<file path="src/rtl/instr_encoder_if.sv">
`default_nettype none
// ============================================================================
// Module      : instr_encoder_if
// Description : Bundle of handshake and data signals around instr_encoder.
//               Upstream side carries decoded fields (op, addr_a/b/d, immed)
//               with in_valid/in_ready. Downstream side carries the encoded
//               word (ir), its imem byte address (ir_addr), and
//               ir_valid/ir_ready. It also carries the err pulse and the FIFO
//               occupancy (count).
//               Modports:
//                 master : producer/consumer side (drives fields, ir_ready)
//                 slave  : encoder side (drives in_ready, ir*, err, count)
// Revision    : 1.0 - initial release
// ============================================================================
interface instr_encoder_if #(
  parameter int DEPTH = 4
);
  localparam int c_CW = $clog2(DEPTH) + 1;

  logic            in_valid;
  logic            in_ready;
  logic [13:0]     op;
  logic [2:0]      funct3_r;
  logic [4:0]      addr_a;
  logic [4:0]      addr_b;
  logic [4:0]      addr_d;
  logic [31:0]     immed;
  logic [31:0]     ir;
  logic            ir_valid;
  logic            ir_ready;
  logic [31:0]     ir_addr;
  logic            err;
  logic [c_CW-1:0] count;

  modport master (
    output in_valid, op, funct3_r, addr_a, addr_b, addr_d, immed, ir_ready,
    input  in_ready, ir, ir_valid, ir_addr, err, count
  );

  modport slave (
    input  in_valid, op, funct3_r, addr_a, addr_b, addr_d, immed, ir_ready,
    output in_ready, ir, ir_valid, ir_addr, err, count
  );
endinterface
`default_nettype wire

</file>
<file path="src/rtl/instr_encoder.sv">
`default_nettype none
// ============================================================================
// Module      : instr_encoder
// Description : Packs decoded RV32I fields into 32-bit instruction words.
//               Buffers them in a DEPTH-entry FIFO and presents each head word
//               with its word-aligned imem byte address.
//               Ports:
//                 clk   - system clock
//                 reset - asynchronous, active-high reset
//                 bus   - instr_encoder_if.slave:
//                           fields in (in_valid/in_ready),
//                           words out (ir/ir_valid/ir_ready/ir_addr),
//                           err pulse, count occupancy
//               Optional feature macro: ENCODER_RANGE_CHECK_EN
//                 defined   : immediates that do not fit the format's signed
//                             field width are rejected with err
//                 undefined : immediates are silently truncated
// Revision    : 1.0 - initial release
// ============================================================================
module instr_encoder #(
  parameter int          DEPTH     = 4,
  parameter logic [31:0] BASE_ADDR = 32'h0000_0000
) (
  input  logic          clk,
  input  logic          reset,
  instr_encoder_if.slave bus
);

  localparam int              c_PW   = (DEPTH > 1) ? $clog2(DEPTH) : 1;
  localparam int              c_CW   = $clog2(DEPTH) + 1;
  localparam logic [c_CW-1:0] c_FULL = c_CW'(DEPTH);

  localparam logic [6:0] c_OP_R      = 7'b0110011;
  localparam logic [6:0] c_OP_LOAD   = 7'b0000011;
  localparam logic [6:0] c_OP_IMM    = 7'b0010011;
  localparam logic [6:0] c_OP_STORE  = 7'b0100011;
  localparam logic [6:0] c_OP_BRANCH = 7'b1100011;
  localparam logic [6:0] c_OP_JAL    = 7'b1101111;

  logic [31:0]     r_mem [DEPTH];
  logic [c_PW-1:0] r_wr_ptr;
  logic [c_PW-1:0] r_rd_ptr;
  logic [c_CW-1:0] r_count;
  logic [31:0]     r_addr;
  logic            r_err;

  logic [6:0]  w_opc;
  logic [2:0]  w_f3;
  logic [31:0] w_imm;
  logic [31:0] w_word;
  logic        w_ok;
  logic        w_in_ready;
  logic        w_accept;
  logic        w_push;
  logic        w_pop;
  logic        w_fit_12;
  logic        w_fit_13;
  logic        w_fit_21;
  logic        w_unused_imm;

  assign w_opc = bus.op[13:7];
  assign w_f3  = bus.op[2:0];
  assign w_imm = bus.immed;

  // Upper immediate bits only matter when range checking is enabled.
  assign w_unused_imm = ^w_imm[31:21];

`ifdef ENCODER_RANGE_CHECK_EN
  // A value fits an N-bit signed field when bits [31:N-1] are all equal.
  assign w_fit_12 = (&w_imm[31:11]) | ~(|w_imm[31:11]);
  assign w_fit_13 = (&w_imm[31:12]) | ~(|w_imm[31:12]);
  assign w_fit_21 = (&w_imm[31:20]) | ~(|w_imm[31:20]);
`else
  assign w_fit_12 = 1'b1;
  assign w_fit_13 = 1'b1;
  assign w_fit_21 = 1'b1;
`endif

  // Field packing. w_ok low means the set is consumed but dropped with err.
  always_comb begin
    w_word = '0;
    w_ok   = 1'b0;
    case (w_opc)
      c_OP_R: begin
        w_word = {bus.op[6:0], bus.addr_b, bus.addr_a, bus.funct3_r,
                  bus.addr_d, w_opc};
        w_ok   = 1'b1;
      end
      c_OP_LOAD, c_OP_IMM: begin
        w_word = {w_imm[11:0], bus.addr_a, w_f3, bus.addr_d, w_opc};
        w_ok   = w_fit_12;
      end
      c_OP_STORE: begin
        w_word = {w_imm[11:5], bus.addr_b, bus.addr_a, w_f3, w_imm[4:0], w_opc};
        w_ok   = w_fit_12;
      end
      c_OP_BRANCH: begin
        w_word = {w_imm[12], w_imm[10:5], bus.addr_b, bus.addr_a, w_f3,
                  w_imm[4:1], w_imm[11], w_opc};
        w_ok   = ~w_imm[0] & w_fit_13;
      end
      c_OP_JAL: begin
        w_word = {w_imm[20], w_imm[10:1], w_imm[11], w_imm[19:12],
                  bus.addr_d, w_opc};
        w_ok   = ~w_imm[0] & w_fit_21;
      end
      default: begin
        w_word = '0;
        w_ok   = 1'b0;
      end
    endcase
  end

  // in_ready depends only on registered occupancy, so a same-cycle pop never
  // opens a slot for a push when the FIFO is full.
  assign w_in_ready = (r_count != c_FULL);
  assign w_accept   = bus.in_valid & w_in_ready;
  assign w_push     = w_accept & w_ok;
  assign w_pop      = (r_count != '0) & bus.ir_ready;

  // Storage has no reset; visibility is gated by r_count below.
  always_ff @(posedge clk) begin
    if (w_push) begin
      r_mem[r_wr_ptr] <= w_word;
    end
  end

  always_ff @(posedge clk or posedge reset) begin
    if (reset) begin
      r_wr_ptr <= '0;
      r_rd_ptr <= '0;
      r_count  <= '0;
      r_addr   <= BASE_ADDR;
      r_err    <= 1'b0;
    end else begin
      r_err <= w_accept & ~w_ok;
      if (w_push) begin
        r_wr_ptr <= r_wr_ptr + c_PW'(1);
      end
      if (w_pop) begin
        r_rd_ptr <= r_rd_ptr + c_PW'(1);
        r_addr   <= r_addr + 32'd4;
      end
      case ({w_push, w_pop})
        2'b10:   r_count <= r_count + c_CW'(1);
        2'b01:   r_count <= r_count - c_CW'(1);
        default: r_count <= r_count;
      endcase
    end
  end

  assign bus.in_ready = w_in_ready;
  assign bus.ir_valid = (r_count != '0);
  // Force zero when empty so stale storage is never shown.
  assign bus.ir       = (r_count != '0) ? r_mem[r_rd_ptr] : 32'h0;
  assign bus.ir_addr  = r_addr;
  assign bus.err      = r_err;
  assign bus.count    = r_count;

endmodule
`default_nettype wire
</file>
<file path="src/flat_wrapper.sv">
// flat-port wrapper written by rule: the top's interface ports become plain ports
module instr_encoder_flat 
#(
  parameter int          DEPTH     = 4,
  parameter logic [31:0] BASE_ADDR = 32'h0000_0000
)
  (clk, reset, bus_in_valid, bus_op, bus_funct3_r, bus_addr_a, bus_addr_b, bus_addr_d, bus_immed, bus_ir_ready, bus_in_ready, bus_ir, bus_ir_valid, bus_ir_addr, bus_err, bus_count);
  instr_encoder_if #(.DEPTH(DEPTH)) bus_i ();
  input  logic clk;
  input  logic reset;
  input wire logic [$bits(bus_i.in_valid)-1:0] bus_in_valid;
  input wire logic [$bits(bus_i.op)-1:0] bus_op;
  input wire logic [$bits(bus_i.funct3_r)-1:0] bus_funct3_r;
  input wire logic [$bits(bus_i.addr_a)-1:0] bus_addr_a;
  input wire logic [$bits(bus_i.addr_b)-1:0] bus_addr_b;
  input wire logic [$bits(bus_i.addr_d)-1:0] bus_addr_d;
  input wire logic [$bits(bus_i.immed)-1:0] bus_immed;
  input wire logic [$bits(bus_i.ir_ready)-1:0] bus_ir_ready;
  output wire logic [$bits(bus_i.in_ready)-1:0] bus_in_ready;
  output wire logic [$bits(bus_i.ir)-1:0] bus_ir;
  output wire logic [$bits(bus_i.ir_valid)-1:0] bus_ir_valid;
  output wire logic [$bits(bus_i.ir_addr)-1:0] bus_ir_addr;
  output wire logic [$bits(bus_i.err)-1:0] bus_err;
  output wire logic [$bits(bus_i.count)-1:0] bus_count;
  assign bus_i.in_valid = bus_in_valid;
  assign bus_i.op = bus_op;
  assign bus_i.funct3_r = bus_funct3_r;
  assign bus_i.addr_a = bus_addr_a;
  assign bus_i.addr_b = bus_addr_b;
  assign bus_i.addr_d = bus_addr_d;
  assign bus_i.immed = bus_immed;
  assign bus_i.ir_ready = bus_ir_ready;
  assign bus_in_ready = bus_i.in_ready;
  assign bus_ir = bus_i.ir;
  assign bus_ir_valid = bus_i.ir_valid;
  assign bus_ir_addr = bus_i.ir_addr;
  assign bus_err = bus_i.err;
  assign bus_count = bus_i.count;
  instr_encoder #(.DEPTH(DEPTH), .BASE_ADDR(BASE_ADDR)) u_core (.clk(clk), .reset(reset), .bus(bus_i));
endmodule
</file>
<file path="config.mk">
export PLATFORM = sky130hd
export DESIGN_NAME = instr_encoder_flat
export DESIGN_NICKNAME = d
export VERILOG_FILES = /design/src/rtl/instr_encoder_if.sv /design/src/rtl/instr_encoder.sv /design/src/flat_wrapper.sv
export SDC_FILE = /design/constraint.sdc
export NUM_CORES = 1
export LEC_CHECK = 0
export ABC_CLOCK_PERIOD_IN_PS = 2900
export CORE_MARGIN = 2
export CORE_UTILIZATION = 52
export CTS_CLUSTER_SIZE = 16
export DETAILED_ROUTE_END_ITERATION = 10
export GPL_TIMING_DRIVEN = 1
export PLACE_DENSITY = 0.87
export SLEW_MARGIN = 20
export SYNTH_ARGS = -nofsm -noshare
export SYNTH_HDL_FRONTEND = slang
export SYNTH_SLANG_ARGS = --single-unit
export TNS_END_PERCENT = 50
</file>
<file path="constraint.sdc">
create_clock -name clk -period 2.9 [get_ports clk]
set_clock_uncertainty 0.15 [all_clocks]
set_input_delay 0.87 -clock clk [delete_from_list [all_inputs] [get_ports clk]]
set_output_delay 0.87 -clock clk [all_outputs]
set_load 0.05 [all_outputs]
</file>
== Yosys cells after proc, flatten, opt, wreduce, memory -nomap -nowiden ==
Memory sizes are Yosys's and may differ from the RTL's.
Index checks and enable logic that the tools add are counted.
Storage, ports and cells
  logic and storage cells: 37
  memories kept: 1
  output and inout bits: 70
  bits in writable memories: 128
  input bits: 68
  flip-flop bits (word level): 40
Memories
  u_core.r_mem: depth 4, width 32, read ports 1, clocked after memory_dff 0, write ports 1, RTL line instr_encoder.sv:40  | logic [31:0] r_mem [DEPTH];
Operators by class
  bitwise operators: 6
  reductions and logical operators: 5
  $add $sub $neg: 5
  equality and inequality tests: 9
  muxes and demuxes: 6
Operators by type and width (count)
  one-hot mux 32 bit (5 select lines): 1
  adder 32 x 3 -> 32 bit, second input constant: 1
  2-to-1 mux 32 bit: 1
  equality test 7 x 6 -> 1 bit, second input constant: 2
  equality test 7 bit, second input constant: 2
  equality test 7 x 2 -> 1 bit, second input constant: 1
  equality test 7 x 5 -> 1 bit, second input constant: 1
  one-hot mux 3 bit (2 select lines): 1
  adder 2 x 1 -> 2 bit, second input constant: 2
  bitwise AND 1 bit: 4
  OR reduction 2 bit: 2
  OR reduction 4 bit: 1
  adder 3 x 1 -> 3 bit, second input constant: 1
  inequality test 3 bit, second input constant: 1
  nonzero test 3 bit: 1
  subtractor 3 x 1 -> 3 bit, second input constant: 1
  equality test 2 x 1 -> 1 bit, second input constant: 1
  equality test 2 bit, second input constant: 1
  2-to-1 mux 1 bit: 2
  inverter 1 bit: 2
  one-hot mux 1 bit (2 select lines): 1
  nonzero test 2 bit: 1

== Depth between registers and ports, before layout ==
  depth after elaboration: 6
  depth in mapped cells: 11

== Worst setup path after synthesis ==
OpenSTA, ideal clock, no wires.
  path kind: input to register
  start point: in bus_op[9]
  end point: mem u_core.r_mem[0][0], enable pin
  buffers on the path: 1
  setup slack: -161 ps
  data arrival time: 2519 ps
  stages: 5
  library setup time: 392 ps
  path through: clkbuf_1 > nor3_2 > nand2_2 > a21oi_4 > and2_1
Between the ends
  word-level cells in the longest chain between the ends: 6
Ends and longest elaborated chain
  start, declared: RTL line flat_wrapper.sv:12  | input wire logic [$bits(bus_i.op)-1:0] bus_op;
  equality test 7 x 6 -> 1 bit, or another cell as far along: RTL line instr_encoder.sv:83  | case (w_opc)
  OR reduction 4 bit (no source line) / OR reduction 2 bit (equally long branches)
  one-hot mux 1 bit (2 select lines) *: RTL line instr_encoder.sv:83
  bitwise AND 1 bit *: RTL line instr_encoder.sv:118  | assign w_push = w_accept & w_ok;
  2-to-1 mux 1 bit *: RTL line instr_encoder.sv:123  | if (w_push) begin
  2-to-1 mux 1 bit (implied by the code) *: RTL line instr_encoder.sv:124  | r_mem[r_wr_ptr] <= w_word;
  end, declared: RTL line instr_encoder.sv:40
Every way passes the cells marked *; elsewhere a longest branch is shown, timed or not.

== Final worst setup path ==
  start point: reg u_core.r_rd_ptr[0]
  end point: out bus_ir[17]
Between the ends
  word-level cells in the longest chain between the ends: 2
Ends and longest elaborated chain
  start, declared: RTL line instr_encoder.sv:42  | logic [c_PW-1:0] r_rd_ptr;
  start signal, assigned: RTL line instr_encoder.sv:141  | r_rd_ptr <= r_rd_ptr + c_PW'(1);
  memory read (4 x 32 bit)
  2-to-1 mux 32 bit: RTL line instr_encoder.sv:155  | assign bus.ir = (r_count != '0) ? r_mem[r_rd_ptr] : 32'h0;
  end, declared: RTL line flat_wrapper.sv:20  | output wire logic [$bits(bus_i.ir)-1:0] bus_ir;
No other way between the ends.

==> flow_metrics.tcl <==
set metrics [dict create \
    fp.dieW_um 122 \
    mostFrequentLayoutCell "edfxtp_1" \
    hold_ws_ps 347 \
    drtIter0Drc 550 \
    grt-ovfl-total 0 \
    drv_cap 0 \
    synth_warnings 0 \
    cts_buffer_depth 2 \
    clock.fmax_mhz 330 \
    grt.total_usage 0.263 \
    setup_violations 32 \
    io_buffers 124 \
    place_inst 772 \
    synth_top_family_by_area "simple AND/OR/NAND/NOR gates" \
    grt_pass1_vias 5003 \
    crit_type "reg2out" \
    area_growth_syn_to_layout_pct 40.9 \
    violations "negative setup slack" \
    clock_latency_ps 420 \
    placed_cell_area_um2 9300 \
    drive_gt1_frac 0.274 \
    fin_util 0.743 \
    synth_top_cells_by_area "edfxtp_1 (53%), dfrtp_1 (13%), mux4_2 (10%), xnor2_1 (3.8%), nor2b_1 (2.9%)" \
    ios 138 \
    vias 4840 \
    n_antenna_cell 0 \
    max_slew_margin 0.549 \
    yosysTopAreaCell "edfxtp_1" \
    syn_avg_cell_area_um2 16.0 \
    final_cells 811 \
    fin_ws_ps -134 \
    peakVddDrop_uv 664 \
    finalPower_mw 10.1 \
    hold_viol 0 \
    synth_seq_cells 166 \
    cts.sinks 166 \
    synth_edf_count 128 \
    synth-adder-area-share 0.0131 \
    rsz0062_at_grt "yes" \
    dr.pass1.iters 5 \
    num_rows 43 \
    tightest_slew_ps 677 \
    cp-start-kind "flop" \
    cts_htree_levels 4 \
    synthSimpleGateAreaFrac 0.111 \
    grt_max_degree 39 \
    antenna_found_initial 0 \
    ant_nets 0 \
    critPathMaxFanout 6 \
    arrival_ps 2010 \
    wirelength_um 18800 \
    synth_area_um2 7240 \
    via_per_inst 5.97 \
    finish.instance_area_um2 10200 \
    critPathRequiredTime_ps 1880 \
    ys.flop_type "edfxtp_1" \
    core-area_um2 13700 \
    routabilityCongestion 0.826 \
    grt_pass1_wl_um 28700 \
    leakage_nw 3.85 \
    synth_compound_area_frac 0.0418 \
    place_ws_ps -290 \
    netlist_instances 452 \
    die_h_um 122 \
    synth_mux_area_frac 0.106 \
    dp_hpwl_um 11300 \
    cts_tree "built" \
    tns_ps -3030 \
    avgRoutedWirePerCell_um 23.1 \
    layout.cells.most_common_list "edfxtp_1 (128), clkdlybuf4s50_1 (90), buf_12 (39)" \
    fin_crit_ps 3030 \
    numCtsBuffers 17 \
    ys_seq_area_frac 0.662 \
    initial_core_util 0.528 \
    dieArea_um2 14900 \
    maxSlewViolCount 0 \
    p_per_area_nw_per_um2 989 \
    synth_xor_xnor_area_share 0.0436 \
    holdCritPathClass "reg2reg" \
    ys_async_sr_fraction 0.229 \
    cts_root_buf "clkbuf_16" \
    outcome "finished, violations left" \
    critPathCaptureType "output port" \
    fin_crit_sh 1.05 \
    netlist.area_leader.share 0.531 \
    drc 0 \
    synth.distinct_cells 50 \
    hold_buffers 0 \
    nets 693 \
    path_clk_slew_ps 60 \
]
==> path summary, 6_finish.rpt <==
| path | from | end | slack, ps | cells past startpoint |
|---|---|---|---|---|
| max in group asynchronous | reset | u_core.r_rd_ptr[0] | 1520 | 3 |
| min in group asynchronous | reset | u_core.bus.ir_addr[30] | 720 | 3 |
| setup reg to reg | u_core.bus.count[2] | u_core.bus.count[2] | 420 | 10 |
| setup / recovery | u_core.r_rd_ptr[0] | bus_ir[17] | -130 | 5 |
| hold / removal | u_core.bus.ir_addr[14] | u_core.bus.ir_addr[14] | 350 | 1 |
| hold reg to reg | u_core.bus.ir_addr[14] | u_core.bus.ir_addr[14] | 350 | 1 |
==> routing by layer <==
metal / part of all wire / GRT usage
met2: 0.53 / 0.458
met1: 0.37 / 0.327
met4: 0.027 / 0.0970
met5: 0 / 0
met3: 0.071 / 0.0538
==> logic make-up after synthesis <==
| group | after synthesis |
|---|---|
| multiplexers | 36 |
| XOR/XNOR | 36 |
| buffers and inverters | 35 |
| AND/OR/NAND/NOR | 137 |
| adder cells (fa/ha/maj) | 7 |
| other | 1 |
| flip-flops | 166 |
| AO/OA/AOI/OAI | 34 |
==> cells in the mapped netlist (8+ instances only) <==
| library cell | number |
|---|---|
| a22o_1 | 19 |
| buf_2 | 9 |
| edfxtp_1 | 128 |
| xnor2_1 | 31 |
| inv_1 | 14 |
| clkbuf_1 | 8 |
| nand3_1 | 14 |
| nor2_1 | 12 |
| nand4_1 | 15 |
| dfrtp_1 | 38 |
| and2_1 | 9 |
| nor2b_1 | 33 |
| nand2_1 | 25 |
| mux4_2 | 32 |
==> repair_timing <==
action	CTS	global route
setup endpoints to repair	32	33
pin swaps	0	1
buffers inserted	4	0
hold endpoints to repair	0	0
gates cloned	3	0
gates resized for setup	41	2
==> report_power, final <==
group          switching [mW]  internal (mW)
Combinational            2.50           2.34
Clock                   0.896           1.53
Sequential              0.155           2.66
Total                    3.55           6.53
==> registers in the layout (all words and copies together) (netlist names) <==
| signal | cells |
|---|---|
| u_core.r_mem | 128 |
| u_core.bus.ir_addr | 30 |
| u_core.bus.count | 3 |
| u_core.r_rd_ptr | 2 |
| u_core.r_wr_ptr | 2 |
| u_core.bus.err | 1 |
==> worst max-delay path, cell delays in order (launching register included) <==
cell and delay [ps]:
dfrtp_2 460, buf_6 170, buf_16 140, mux4_2 520
nor2b_4 150, buf_12 150
==> area by class of cell <==
type | count | area (µm²)
clock buffers | 20 | 437
repair buffers | 167 | 2060
multi-input cells | 252 | 2430
fillers | 760 | 3520
flip-flops and latches | 166 | 4800
well taps | 180 | 225
inverters | 14 | 52.6
clock inverters | 12 | 201
Note: power is estimated with default switching activity, not from simulation.
==> patch (same settings) <==
Add a define of `ENCODER_RANGE_CHECK_EN`.
--- a/src/rtl/instr_encoder.sv
+++ b/src/rtl/instr_encoder.sv
@@ -19,2 +19,4 @@
 // ============================================================================
+`define ENCODER_RANGE_CHECK_EN
+
 module instr_encoder #(
Function: changed (Yosys sat finds a counterexample within 4 cycles, from zero or initial values and one cycle with reset high).
==> patch against the original RTL <==
  * The run still ends with setup timing left
  * Largest cell class unchanged
  * Routed wire length is 7.1% higher
  * Setup slack got worse by 20 ps
  * Core utilization rose by 4.8 points
  * Area after synthesis shrank 1.3%
  * Register-to-register slack gained 260 ps
  * Critical path type unchanged
  * Cell area is 3.5% higher
  * Largest power group unchanged
  * Total power is 3.0% lower
  * First-iteration DRC count down 8.0%
  * Sequential cell count stayed put
  * Die area shrank 1.2%
==> patch: results (changes against the original RTL) <==
- Fin worst setup slack: -154 ps (-20.4 ps)
- Hold path startpoint: u_core.bus.ir_addr[31]$_DFFE_PP0P_
- Minimum setup slack after placement: -861 ps (-571 ps)
- Post-synthesis sequential area ratio: 0.671 (+0.00846)
- Violated checks: setup timing
- Met3 routed wirelength: 1650 um (+24%)
- Cells after synthesis: 443 (-2.0%)
- Cell variety after synth: 43 (-14%)
- Met2 usage in global routing: 0.482 (+0.0240)
- Number of fill cells in the layout: 662 (-13%)
- Slew @ Worst Pin: 600 ps (-77.1 ps)
- Number of nets in the layout: 728 (+5.1%)
- Number of input and output port buffers inserted: 135 (+8.9%)
- Leakage dissipation: 4.20 nW (+9.0%)
- Met1 GRT Util: 0.341 (+0.0137)
- Via count of the first global-routing pass: 5,194 (+3.8%)
- Estimated wirelength of the detail-placed design: 12,100 um (+7.2%)
- Count of final setup violators: 162 (+410%)
- Drt wl/cell: 23.8 um (+3.1%)
- Area taken by flip-flops and latches: 4800 um2 (about the same)
- Result of the run: finished with violations
- Detailed-route wire length on metal 1: 7470 um (+7.1%)
- Worst vdd ir: 0.000664 V (about the same)
- Overall via count from detail_route: 5,075 (+4.9%)
- Routed via count divided by cell count: 6.03 (+0.99%)
- Global-route usage over all layers: 0.280 (+0.0168)
- Area contributors post-synth: edfxtp_1 54%, dfrtp_1 13%, mux4_2 10%
- List of most frequent post-synthesis cells: 128 x edfxtp_1, 38 x dfrtp_1, 33 x and2_1
- Placed insts: 790 (+2.3%)
- Worst stage delay on the critical path: 550 ps (+30 ps)
-- patch: layout make-up --
class,instances,area share
inverter,12,0.00427
multi-input combinational,250,0.230
sequential,166,0.454
timing repair buffer,206,0.228
clock inverter,7,0.00675
clock buffer,25,0.0551
tap,176,0.0209
-- patch: cells by family (layout without fill, tap and decap cells) --
kind of cell / count (synthesis) / in the layout / synth area share
DFF: 166 / 166 / 0.671
and+or+nand+nor: 131 / 131 / 0.101
AOI/OAI and AO/OA: 38 / 38 / 0.0464
muxes: 37 / 37 / 0.109
xor gates and xnor gates: 35 / 35 / 0.0429
buffers and inverters: 28 / 250 / 0.0163
adders and majority gates: 7 / 7 / 0.0133
other: 1 / 2 / 0.000525
-- patch: power breakdown --
group | switching (W) | total, W | internal [W] | leakage [nW]
clock | 0.000917 | 0.00241 | 0.00149 | 0.326
combinational | 0.00229 | 0.00458 | 0.00229 | 2.13
sequential | 0.000161 | 0.00280 | 0.00264 | 1.75
-- patch: worst max-delay path, delay by kind of cell (launching register included) --
kind / cells / cell delay, ps
buf+inv: 2 / 340
flops: 1 / 550
mux: 1 / 490
simple gates: 1 / 220
-- patch: worst paths after layout --
check | end | slack (ps) | depth (start not counted)
max reg2reg | u_core.bus.count[2]$_DFFE_PP0P_ | 680 | 11
min in group asynchronous | u_core.bus.ir_addr[3]$_DFFE_PP0P_ | 700 | 3
min | u_core.bus.ir_addr[31]$_DFFE_PP0P_ | 330 | 1
max in group asynchronous | u_core.r_rd_ptr[0]$_DFFE_PP0P_ | 1520 | 3
min reg2reg | u_core.bus.ir_addr[31]$_DFFE_PP0P_ | 330 | 1
max | bus_ir[31] | -150 | 4
-- patch: timing repair --
item,in CTS,in global routing
hold endpoints to repair,0,0
resized for setup,113,18
pin swaps,18,13
setup endpoints to repair,165,162
setup buffers,14,4
gates cloned,4,0
